<file path="src/rtl/serial_framer_pkg.sv">
// Shared types and line-level constants for the serial framer.
package definitions;

    // Frame sequencing states, in transmit order.
    typedef enum logic [2:0] {
        IDLE,
        START,
        DATA,
        PARITY,
        STOP,
        GAP
    } framer_state_t;

    // Serial line levels.
    localparam logic LINE_IDLE = 1'b0;
    localparam logic START_BIT = 1'b1;
    localparam logic STOP_BIT  = 1'b0;

endpackage

</file>
<file path="src/rtl/serial_framer_handshake.sv">
// Two-phase (toggle) handshake sink: owns the ack register and
// reports a pending request whenever req and ack disagree.
module tp_handshake_rx (
    input  logic clk,
    input  logic rst,
    input  logic req,
    input  logic accept,
    output logic ack,
    output logic pending
);

    // Toggle ack once for every accepted request.
    always_ff @(posedge clk) begin
        if (rst) begin
            ack <= 1'b0;
        end else if (accept) begin
            ack <= ~ack;
        end
    end

    assign pending = req ^ ack;

endmodule

</file>
<file path="src/rtl/serial_framer.sv">
// Serial framer: start bit, MSB-first payload, even parity, stop bit,
// then a programmable idle gap. One word per two-phase handshake.
module serial_framer
    import definitions::*;
#(
    parameter int DATA_W     = 8,
    parameter int GAP_CYCLES = 2
) (
    input  logic              clk,
    input  logic              rst,
    input  logic              req,
    input  logic [DATA_W-1:0] data,
    output logic              ack,
    output logic              dout,
    output logic              busy
);

    localparam int CNT_W = $clog2(DATA_W);
    localparam int GAP_W = (GAP_CYCLES > 2) ? $clog2(GAP_CYCLES) : 1;

    localparam logic [CNT_W-1:0] BIT_LAST = CNT_W'(DATA_W - 1);
    localparam logic [GAP_W-1:0] GAP_LOAD = GAP_W'((GAP_CYCLES > 0) ? GAP_CYCLES - 1 : 0);

    framer_state_t     state;
    framer_state_t     state_n;
    logic [DATA_W-1:0] shreg;
    logic [DATA_W-1:0] shreg_n;
    logic [CNT_W-1:0]  bit_cnt;
    logic [CNT_W-1:0]  bit_cnt_n;
    logic [GAP_W-1:0]  gap_cnt;
    logic [GAP_W-1:0]  gap_cnt_n;
    logic              par;
    logic              par_n;
    logic              dout_n;
    logic              accept;
    logic              pending;

    tp_handshake_rx u_hs (
        .clk     (clk),
        .rst     (rst),
        .req     (req),
        .accept  (accept),
        .ack     (ack),
        .pending (pending)
    );

    // State register.
    always_ff @(posedge clk) begin
        if (rst) begin
            state <= IDLE;
        end else begin
            state <= state_n;
        end
    end

    // Next-state and next-line-value decode. dout is registered, so the
    // level computed here appears on the line one edge later; this makes
    // the start bit visible right after the capture edge.
    always_comb begin
        state_n   = state;
        shreg_n   = shreg;
        bit_cnt_n = bit_cnt;
        gap_cnt_n = gap_cnt;
        par_n     = par;
        dout_n    = LINE_IDLE;
        accept    = 1'b0;
        case (state)
            IDLE: begin
                if (pending) begin
                    accept    = 1'b1;
                    shreg_n   = data;
                    // Parity is latched with the word so later changes
                    // on data cannot corrupt the frame.
                    par_n     = ^data;
                    bit_cnt_n = '0;
                    dout_n    = START_BIT;
                    state_n   = START;
                end
            end
            START: begin
                dout_n    = shreg[DATA_W-1];
                shreg_n   = {shreg[DATA_W-2:0], 1'b0};
                bit_cnt_n = '0;
                state_n   = DATA;
            end
            DATA: begin
                if (bit_cnt == BIT_LAST) begin
                    dout_n  = par;
                    state_n = PARITY;
                end else begin
                    dout_n    = shreg[DATA_W-1];
                    shreg_n   = {shreg[DATA_W-2:0], 1'b0};
                    bit_cnt_n = bit_cnt + 1'b1;
                end
            end
            PARITY: begin
                dout_n  = STOP_BIT;
                state_n = STOP;
            end
            STOP: begin
                dout_n = LINE_IDLE;
                if (GAP_CYCLES > 0) begin
                    gap_cnt_n = GAP_LOAD;
                    state_n   = GAP;
                end else begin
                    state_n = IDLE;
                end
            end
            GAP: begin
                dout_n = LINE_IDLE;
                if (gap_cnt == '0) begin
                    state_n = IDLE;
                end else begin
                    gap_cnt_n = gap_cnt - 1'b1;
                end
            end
            default: begin
                state_n = IDLE;
            end
        endcase
    end

    // Datapath and line registers; reset abandons any partial frame.
    always_ff @(posedge clk) begin
        if (rst) begin
            shreg   <= '0;
            bit_cnt <= '0;
            gap_cnt <= '0;
            par     <= 1'b0;
            dout    <= LINE_IDLE;
        end else begin
            shreg   <= shreg_n;
            bit_cnt <= bit_cnt_n;
            gap_cnt <= gap_cnt_n;
            par     <= par_n;
            dout    <= dout_n;
        end
    end

    assign busy = (state != IDLE);

endmodule

</file>
<file path="config.mk">
export PLATFORM = sky130hd
export DESIGN_NAME = serial_framer
export DESIGN_NICKNAME = d
export VERILOG_FILES = /design/src/rtl/serial_framer_pkg.sv /design/src/rtl/serial_framer_handshake.sv /design/src/rtl/serial_framer.sv
export SDC_FILE = /design/constraint.sdc
export NUM_CORES = 1
export LEC_CHECK = 0
export CAP_MARGIN = 20
export CORE_MARGIN = 2
export CORE_UTILIZATION = 48
export CTS_CLUSTER_SIZE = 8
export DETAILED_ROUTE_END_ITERATION = 6
export PLACE_DENSITY = 0.73
export SYNTH_ARGS = -nofsm -noshare
export SYNTH_HDL_FRONTEND = slang
export SYNTH_SLANG_ARGS = --single-unit
</file>
<file path="constraint.sdc">
create_clock -name clk -period 2.2 [get_ports clk]
set_clock_uncertainty 0.05 [all_clocks]
set_input_delay 0.33 -clock clk [delete_from_list [all_inputs] [get_ports clk]]
set_output_delay 0.33 -clock clk [all_outputs]
set_load 0.005 [all_outputs]
</file>
* After elaboration in Yosys (flattened, before gate mapping) *
Cells that the tools add are included.

storage, ports and cells
  flip-flop bits (word level) = 18
  output and inout port bits = 3
  memory bits (writable) = 0
  memories kept = 0
  bits in read-only memories = 0
  bits in latches = 0
  logic and storage cells = 45
  input bits = 11

operators by class
  div/mod/pow operators = 0
  add/sub/neg operators = 2
  $lt $le $gt $ge = 0
  equality and inequality tests = 10
  shifts and indexed selects = 0
  multiply operators = 0
  multiplexer cells = 16
  bitwise operators = 2
  reduce and logical (&&, ||, !) cells = 8

operator list
  operator             count
  $pmux 8 s3           1
  $pmux 3 s6           1
  $mux 8               2
  $mux 3               5
  $eq 3x3->1 const B   3
  $pmux 3 s3           1
  $ne 2x2->1 const B   4
  $reduce_xor 8->1     1
  $eq 3x2->1 const B   2
  $reduce_and 3->1     2
  $reduce_bool 3->1    2
  $mux 1               4
  $add 3x1->3 const B  1
  $eq 3x1->1 const B   1
  $logic_not 3->1      1
  $pmux 1 s3           1
  $pmux 1 s2           1
  $reduce_and 2->1     1
  $reduce_bool 2->1    1
  $not 1->1            1
  $sub 1x1->1 const B  1
  $xor 1x1->1          1

* Logic depth before layout (Yosys ltp) *
Gate-level depths: netlist of run 1.

  depth in word-level cells = 3
  mapped depth = 7
  depth with buffers taken out = 6

* Hierarchy *
Synthesis of run 1 repeated with hierarchy kept, for this count alone.

second synthesis, totals
  cell total of the unflattened synthesis = 107
  area total of the unflattened synthesis = 905.9 um^2

modules (own cells, without submodules)
  module           times used  area each (um^2)  seq. area each (um^2)  cells an instance
  serial_framer    1           864.6             340.3                  103
  tp_handshake_rx  1           41.3              20.0                   4

* Least setup slack after synthesis of run 1 *
No wires, ideal clock.

  kind = flip-flop to flip-flop
  start point = register bit_cnt[0]
  end point = register shreg[1]
  stages on the path, launching flop included = 8
  setup slack = 0.501 ns
  data arrival time = 1.561 ns
  buffers on the path = 1
  setup time = 0.088 ns
  path through = dfxtp_1 -> ha_1 -> ha_1 -> o21a_1 -> a211oi_4 -> buf_6 -> nor2_1 -> a311oi_2

between the ends
  word-level cells in the longest chain between the ends = 3

RTL lines
  what                               line                  RTL
  start: declaration                 serial_framer.sv:28   logic [CNT_W-1:0] bit_cnt;
  start signal: assignment           serial_framer.sv:133  bit_cnt <= bit_cnt_n;
  $eq 3x3->1                         serial_framer.sv:87   if (bit_cnt == BIT_LAST) begin
  $ne 2x2->1 (no source line)        n/a
  $reduce_and 3->1 (no source line)  n/a
  end signal: assignment             serial_framer.sv:132  shreg <= shreg_n;
  end: declaration                   serial_framer.sv:26   logic [DATA_W-1:0] shreg;

No other way between the ends.
A chain may end at the register's enable or synchronous reset.

* Worst setup path after layout of run 1 *
  start point = register state[1]
  end point = output port busy

between the ends
  word-level cells in the longest chain between the ends = 1

RTL lines
  what                      line                  RTL
  start: declaration        serial_framer.sv:24   framer_state_t state;
  start signal: assignment  serial_framer.sv:52   state <= state_n;
  $reduce_bool 3->1         serial_framer.sv:140  assign busy = (state != IDLE);
  end: declaration          serial_framer.sv:15   output logic busy

No other way between the ends.

==> impl_results.md, run 1 <==
* Buffers on Ports at 13
* Critical Path Start: state[1]
* Post-route ant nets at 0
* CP max FO at 11
* Mapped Cells at ~110
* Worst r2r src: bit_cnt[0]
* Clk network pwr share at 0.138
* Pwr per Cell Area at around 1300 nW/um^2
* Post-CTS setup buffer count at 0
* Hold_sp: shreg[0]
* Most numerous cell in the Yosys netlist: dfxtp_1
* Ratio of cells with drive above 1 in the final layout at 0.150
* Total Die Area at approximately 2400 sq um
* R2R Setup Slk at around 0.25 ns
* Req. time, crit path at 1.82 ns
* CP startpoint kind: register
* Synth Flop Type: dfxtp_1
* Maxcap violations at 0
* Top cell type by total area after synthesis: dfxtp_1
* Largest net degree at the start of global routing at 23
* Place WS at around 0.20 ns
* Core Util, Final at 0.591
* Status: completed
* Comb power frac at 0.513
* Final Setup Violations at 0
* Initial antenna violation count at 0
* Leak at 0.404 nW
* Clk_lat worst skew at about 0.31 ns
* Synth cell types at 27
* Crit. End Element: primary output
* RSZ-0062 raised after global routing: no
* CTS tree: built
* Crit path capture: busy
* Total internal power at 894 uW
* Fmax at a little under 0.5 GHz
* Number of synthesized flops with an enable pin at 0
* Die X at 49.2 um
* Final Hold Fails at 0
* Final min period at slightly above 2 ns
* DR vias/cell at 5.39
* Fin. max-slew vios at 0
* Setup TNS at 0 ns
* Async set-or-reset flop fraction in the synthesized netlist at 0
* Vias at slightly below 800
* Critical Path AT at 1.63 ns
* WL per Instance at 12.8 um
* Top cells by count, synth: 18 x dfxtp_1, 14 x nor2_1, 9 x o21ai_0
* Switching Fraction at 0.419
* Final period util at 0.914
* Cts repair resizes at 0
* CTS clk-pin slew, worst paths at between 0.1 and 0.15 ns
* First-pass GRT wire length at ~3300 um
* CTS sink count at 18
* Worst R2R End: shreg[3]
* Routed WL at around 1900 um
* Post-Syn Area per Cell at between 9 and 10 sq um
* Part of the power in registers at 0.349
* Gpl congestion at about 0.75
* #FFs+latches synth at 18
* I/O pin count at 14
* DP Area at approximately 1100 sq um
* Yosys top cell area share at 0.367
* Inserted Diodes at 0
* Cell Rows at 16
* Vias in the first global route at about 780
* Detail Placement HPWL at between 1000 and 1500 um
* Final setup margin at between 0.15 and 0.2 ns
* R2R depth at 7
* Area grow syn2layout at 16.9%
* Tightest Pin Transition at around 0.44 ns
* Ys Warns at 0
* Effective utilization at floorplan at 0.506
* Max-Slew Margin vs Limit at 0.705
* Hold WC Path Type: register to register
* Core Area at just under 2000 sq um
* NetSw at roughly 650 uW
* Inserted Clock Buffers at 3
* Hold_buf cts at 0
* Seq/Total Area, Yosys at 0.367
* Die height at 49.2 um
* Gr ovfl total at 0
* Synth area leaders: dfxtp_1 37%, a311oi_2 11%, xnor2_1 7.1%
* VDD IR max at between 700 and 800 uV
* Design Area, Final at ~1100 sq um
* All-Layer GR Usage at 0.175
* Maximum buffer depth of the clock tree at 2
* DRC violations left at 0
* Crit path kind: register to primary output
* H-tree level count at 1
* Mapped Area at around 1000 sq um
* Syn Nets at 120
* Number of nets in the layout at between 100 and 150
* Initial DRC count at 11
* Clk root buf: clkbuf_4
* First-pass iteration count of the detailed router at 5
==> layout by cell type (no fill, tap or decap) <==
cell type / count
a31oi_1: 1
nor3_2: 1
clkbuf_8: 1
nand2_1: 8
nand2b_1: 4
dfxtp_1: 18
nor3_1: 1
clkbuf_4: 3
xnor2_2: 1
a211oi_1: 3
nand3_1: 2
and2_1: 1
nor2_2: 1
a211oi_4: 1
a211o_1: 1
nor2_1: 14
o21a_1: 1
ha_1: 2
inv_1: 2
a21oi_1: 8
buf_4: 3
nor3b_1: 1
mux2i_1: 1
o21ai_0: 9
a311oi_2: 7
xnor2_1: 8
clkdlybuf4s50_1: 13
nor2b_1: 1
nand3b_1: 3
==> metrics by stage <==
stage                     instances  total power, mW  hold slack [ns]
after floorplan                 107             1.21            0.395
after global placement          143             1.30            0.409
after detailed placement        143             1.33            0.412
after CTS                       147             1.54            0.429
after global routing            147             1.65            0.456
final                           147             1.54            0.427
==> cell type report <==
class	instances	area (sq um)
sequential	18	360
inverter	2	7.51
tap	27	33.8
clock buffer	4	36.3
multi-input combinational	80	558
fill	185	793
timing repair buffer	16	153
==> power groups by stage <==
stage | Combinational (mW) | Clock, mW | Sequential, mW
floorplan | 0.721 | 0 | 0.488
global placement | 0.764 | 0 | 0.536
detailed placement | 0.794 | 0 | 0.541
CTS | 0.796 | 0.213 | 0.534
global route | 0.873 | 0.228 | 0.553
finish | 0.790 | 0.212 | 0.538
==> registers in the layout (all words and copies together), names as in the netlist <==
register  cells
shreg         8
bit_cnt       3
state         3
dout          1
gap_cnt       1
par           1
u_hs.ack      1
==> worst min path at each step <==
stage                            end  cells past startpoint
after detailed placement    shreg[0]                      2
after floorplan             shreg[0]                      2
after CTS                   shreg[0]                      2
final                       shreg[0]                      2
after global routing        shreg[0]                      2
after global placement    bit_cnt[2]                      2
==> logic make-up (layout without fill, tap and decap cells) <==
family | after synthesis | count (layout) | synth area share
buffers and inverters | 9 | 22 | 0.0650
AO/OA/AOI/OAI | 31 | 31 | 0.260
XOR/XNOR | 9 | 9 | 0.0879
multiplexers | 1 | 1 | 0.0102
adder cells (fa/ha/maj) | 2 | 2 | 0.0255
AND/OR/NAND/NOR | 37 | 37 | 0.185
flip-flops | 18 | 18 | 0.367
==> routing by layer <==
| layer | part of all wire | wire length (um) | up-vias | track usage |
|---|---|---|---|---|
| met1 | 0.47 | 887 | 372 | 0.218 |
| met4 | 0.017 | 31 | 0 | 0.0714 |
| met2 | 0.48 | 896 | 17 | 0.300 |
| li1 | - | - | 401 | - |
| met3 | 0.031 | 59 | 2 | 0.0276 |
| met5 | 0 | 0 | - | 0 |
==> critical path: stages (launching register included) <==
cell and delay (ns):
dfxtp_1 0.45, nor3_2 0.34, inv_1 0.09, clkdlybuf4s50_1 0.45
(Power assumes the default switching activity.)
==> run 2: changes to the inputs <==
CORE_MARGIN = 3   (was 2)
==> impl_results.md, run 2 (synthesized netlist as in run 1, its figures left out) <==
* Final min period at 1.98 ns (was 2.01 ns)
* First-pass iteration count of the detailed router at 4 (was 5)
* Initial antenna violation count at 0 (unchanged)
* Inserted Diodes at 0 (unchanged)
* Vias in the first global route at 738 (was 784)
* Fin. max-slew vios at 0 (unchanged)
* VDD IR max at 1210 uV (was 785 uV)
* DRC violations left at 0 (unchanged)
* Fmax at 0.505 GHz (was 0.497 GHz)
* Hold path cells at 2 (unchanged)
* Filler instances at 166 (was 185)
* Gpl congestion at 0.755 (was 0.747)
* I/O pin count at 14 (unchanged)
* Critical Path AT at 1.60 ns (was 1.63 ns)
* Hold_buf cts at 0 (unchanged)
* Tightest Pin Transition at 0.444 ns (was 0.442 ns)
* Ratio of cells with drive above 1 in the final layout at 0.150 (unchanged)
* Most frequent cells in the layout: 18 x dfxtp_1, 14 x nor2_1, 13 x clkdlybuf4s50_1, 9 x o21ai_0 (unchanged)
* Maxcap violations at 0 (unchanged)
* First-pass GRT wire length at 3230 um (was 3330 um)
* NetSw at 621 uW (was 645 uW)
* Worst-path cell chain: nor3_2 -> inv_1 -> clkdlybuf4s50_1 (unchanged)
* Post-route ant nets at 0 (unchanged)
* Hold_sp: shreg[0] (unchanged)
* Final Hold Fails at 0 (unchanged)
* Post-CTS setup buffer count at 0 (unchanged)
* Hold WC Path Type: register to register (unchanged)
* CP max FO at 11 (unchanged)
* Commonest non-fill, non-tap cell in the layout: dfxtp_1 (unchanged)
* Part of the power in registers at 0.351 (was 0.349)
* Detail Placement HPWL at 1300 um (was 1400 um)
* Worst r2r src: bit_cnt[0] (unchanged)
* R2R Setup Slk at 0.30 ns (was 0.25 ns)
* Clk_lat worst skew at 0.29 ns (was 0.31 ns)
* Req. time, crit path at 1.82 ns (about the same)
* Inserted Clock Buffers at 3 (unchanged)
* Placed Cells at 141 (was 143)
* Final period util at 0.900 (was 0.914)
* Total internal power at 893 uW (was 894 uW)
* Final Setup Violations at 0 (unchanged)
* CTS clk-pin slew, worst paths at 0.10 ns (was 0.11 ns)
* Clk network pwr share at 0.132 (was 0.138)
* Pwr Total at 1.51 mW (was 1.54 mW)
* Core Area at 1820 sq um (was 1940 sq um)
* Effective utilization at floorplan at 0.540 (was 0.506)
* CP startpoint kind: register (unchanged)
* H-tree level count at 1 (unchanged)
* Die height at 51.2 um (was 49.2 um)
* Largest register FFs at 8 (unchanged)
* Worst R2R End: shreg[6] (was shreg[3])
* Cts repair resizes at 0 (unchanged)
* Leak at 0.404 nW (unchanged)
* Cell Rows at 15 (was 16)
* WL per Instance at 12.4 um (was 12.8 um)
* Area grow syn2layout at 16.7% (was 16.9%)
* CTS sink count at 18 (unchanged)
* Crit path kind: register to primary output (unchanged)
* DR vias/cell at 5.33 (was 5.39)
* Pwr per Cell Area at 1320 nW/um^2 (was 1340 nW/um^2)
* CP max-delay cell: clkdlybuf4s50_1 (was dfxtp_1)
* Crit. End Element: primary output (unchanged)
* Top reg by flops: shreg (unchanged)
* RSZ-0062 raised after global routing: no (unchanged)
* Critical Path Start: state[1] (unchanged)
* Buffers on Ports at 13 (unchanged)
* Routed WL at 1790 um (was 1880 um)
* Total Die Area at 2630 sq um (was 2420 sq um)
* Status: completed (unchanged)
* Gr ovfl total at 0 (unchanged)
* Largest net degree at the start of global routing at 23 (unchanged)
* All-Layer GR Usage at 0.159 (was 0.175)
* CTS tree: built (unchanged)
* Comb power frac at 0.517 (was 0.513)
* Switching Fraction at 0.410 (was 0.419)
* CP max stage delay at 0.45 ns (about the same)
* Non-filler instance count after layout at 145 (was 147)
* Setup TNS at 0 ns (unchanged)
* Clk root buf: clkbuf_4 (unchanged)
* Number of nets in the layout at 134 (unchanged)
* Hold EP: shreg[0] (unchanged)
* Die X at 51.2 um (was 49.2 um)
* R2R depth at 7 (unchanged)
* Largest regs: shreg (8), bit_cnt (3), state (3) (unchanged)
* Maximum buffer depth of the clock tree at 2 (unchanged)
* Initial DRC count at 13 (was 11)
* Vias at 773 (was 792)
* Max-Slew Margin vs Limit at 0.703 (was 0.705)
run 2: cell counts in the layout (fill, tap and decap cells not counted):
Identical to the previous run, type by type.
run 2: stage by stage:
| step | hold WS (ns) | utilization | cell area (sq um) | setup WS, ns |
|---|---|---|---|---|
| 3_5_place_dp | 0.410 | 0.610 | 1110 | 0.288 |
| 3_3_place_gp | 0.406 | 0.610 | 1110 | 0.324 |
| 5_1_grt | 0.464 | 0.630 | 1150 | 0.0848 |
| 4_1_cts | 0.428 | 0.630 | 1150 | 0.192 |
| 2_1_floorplan | 0.395 | - | 982 | 0.501 |
| 6_report | 0.425 | 0.630 | 1150 | 0.220 |
run 2: cell type report:
cell class                 instances  area, sq um  area share
tap                               25         31.3      0.0273
timing repair buffer              16          153       0.133
multi-input combinational         80          558       0.487
clock buffer                       4         36.3      0.0317
inverter                           2         7.51     0.00655
sequential                        18          360       0.314
run 2: critical path: cells and delay by family, from the launching register on:
family                 cells  cell delay, ns
buffers and inverters      2            0.55
flip-flops                 1            0.44
AND/OR/NAND/NOR            1            0.32
run 2: how the worst max path moves through the flow:
stage               slack [ns]       end  depth (start not counted)
floorplan                 0.50  shreg[1]                          7
global placement          0.32  shreg[6]                          6
detailed placement        0.29  shreg[1]                          6
CTS                       0.19      busy                          3
global route              0.08      busy                          3
finish                    0.22      busy                          3
run 2: power groups by stage:
stage | combinational (mW) | clock (mW) | sequential, mW
after floorplan | 0.721 | 0 | 0.488
after global placement | 0.768 | 0 | 0.535
after detailed placement | 0.781 | 0 | 0.541
after CTS | 0.787 | 0.209 | 0.531
after global routing | 0.874 | 0.222 | 0.552
final | 0.782 | 0.200 | 0.532
run 2: metal layers:
layer / up-vias / wire length [um] / track usage
li1: 401 / - / -
met1: 352 / 899 / 0.216
met2: 18 / 789 / 0.249
met3: 2 / 95 / 0.0583
met4: 0 / 9 / 0.0175
met5: - / 0 / 0
==> run 3: changes to the inputs <==
GPL_ROUTABILITY_DRIVEN = 0   (was default)
==> results of run 3 <==
The final DEF is identical to that of run 2; final timing and power are the same.
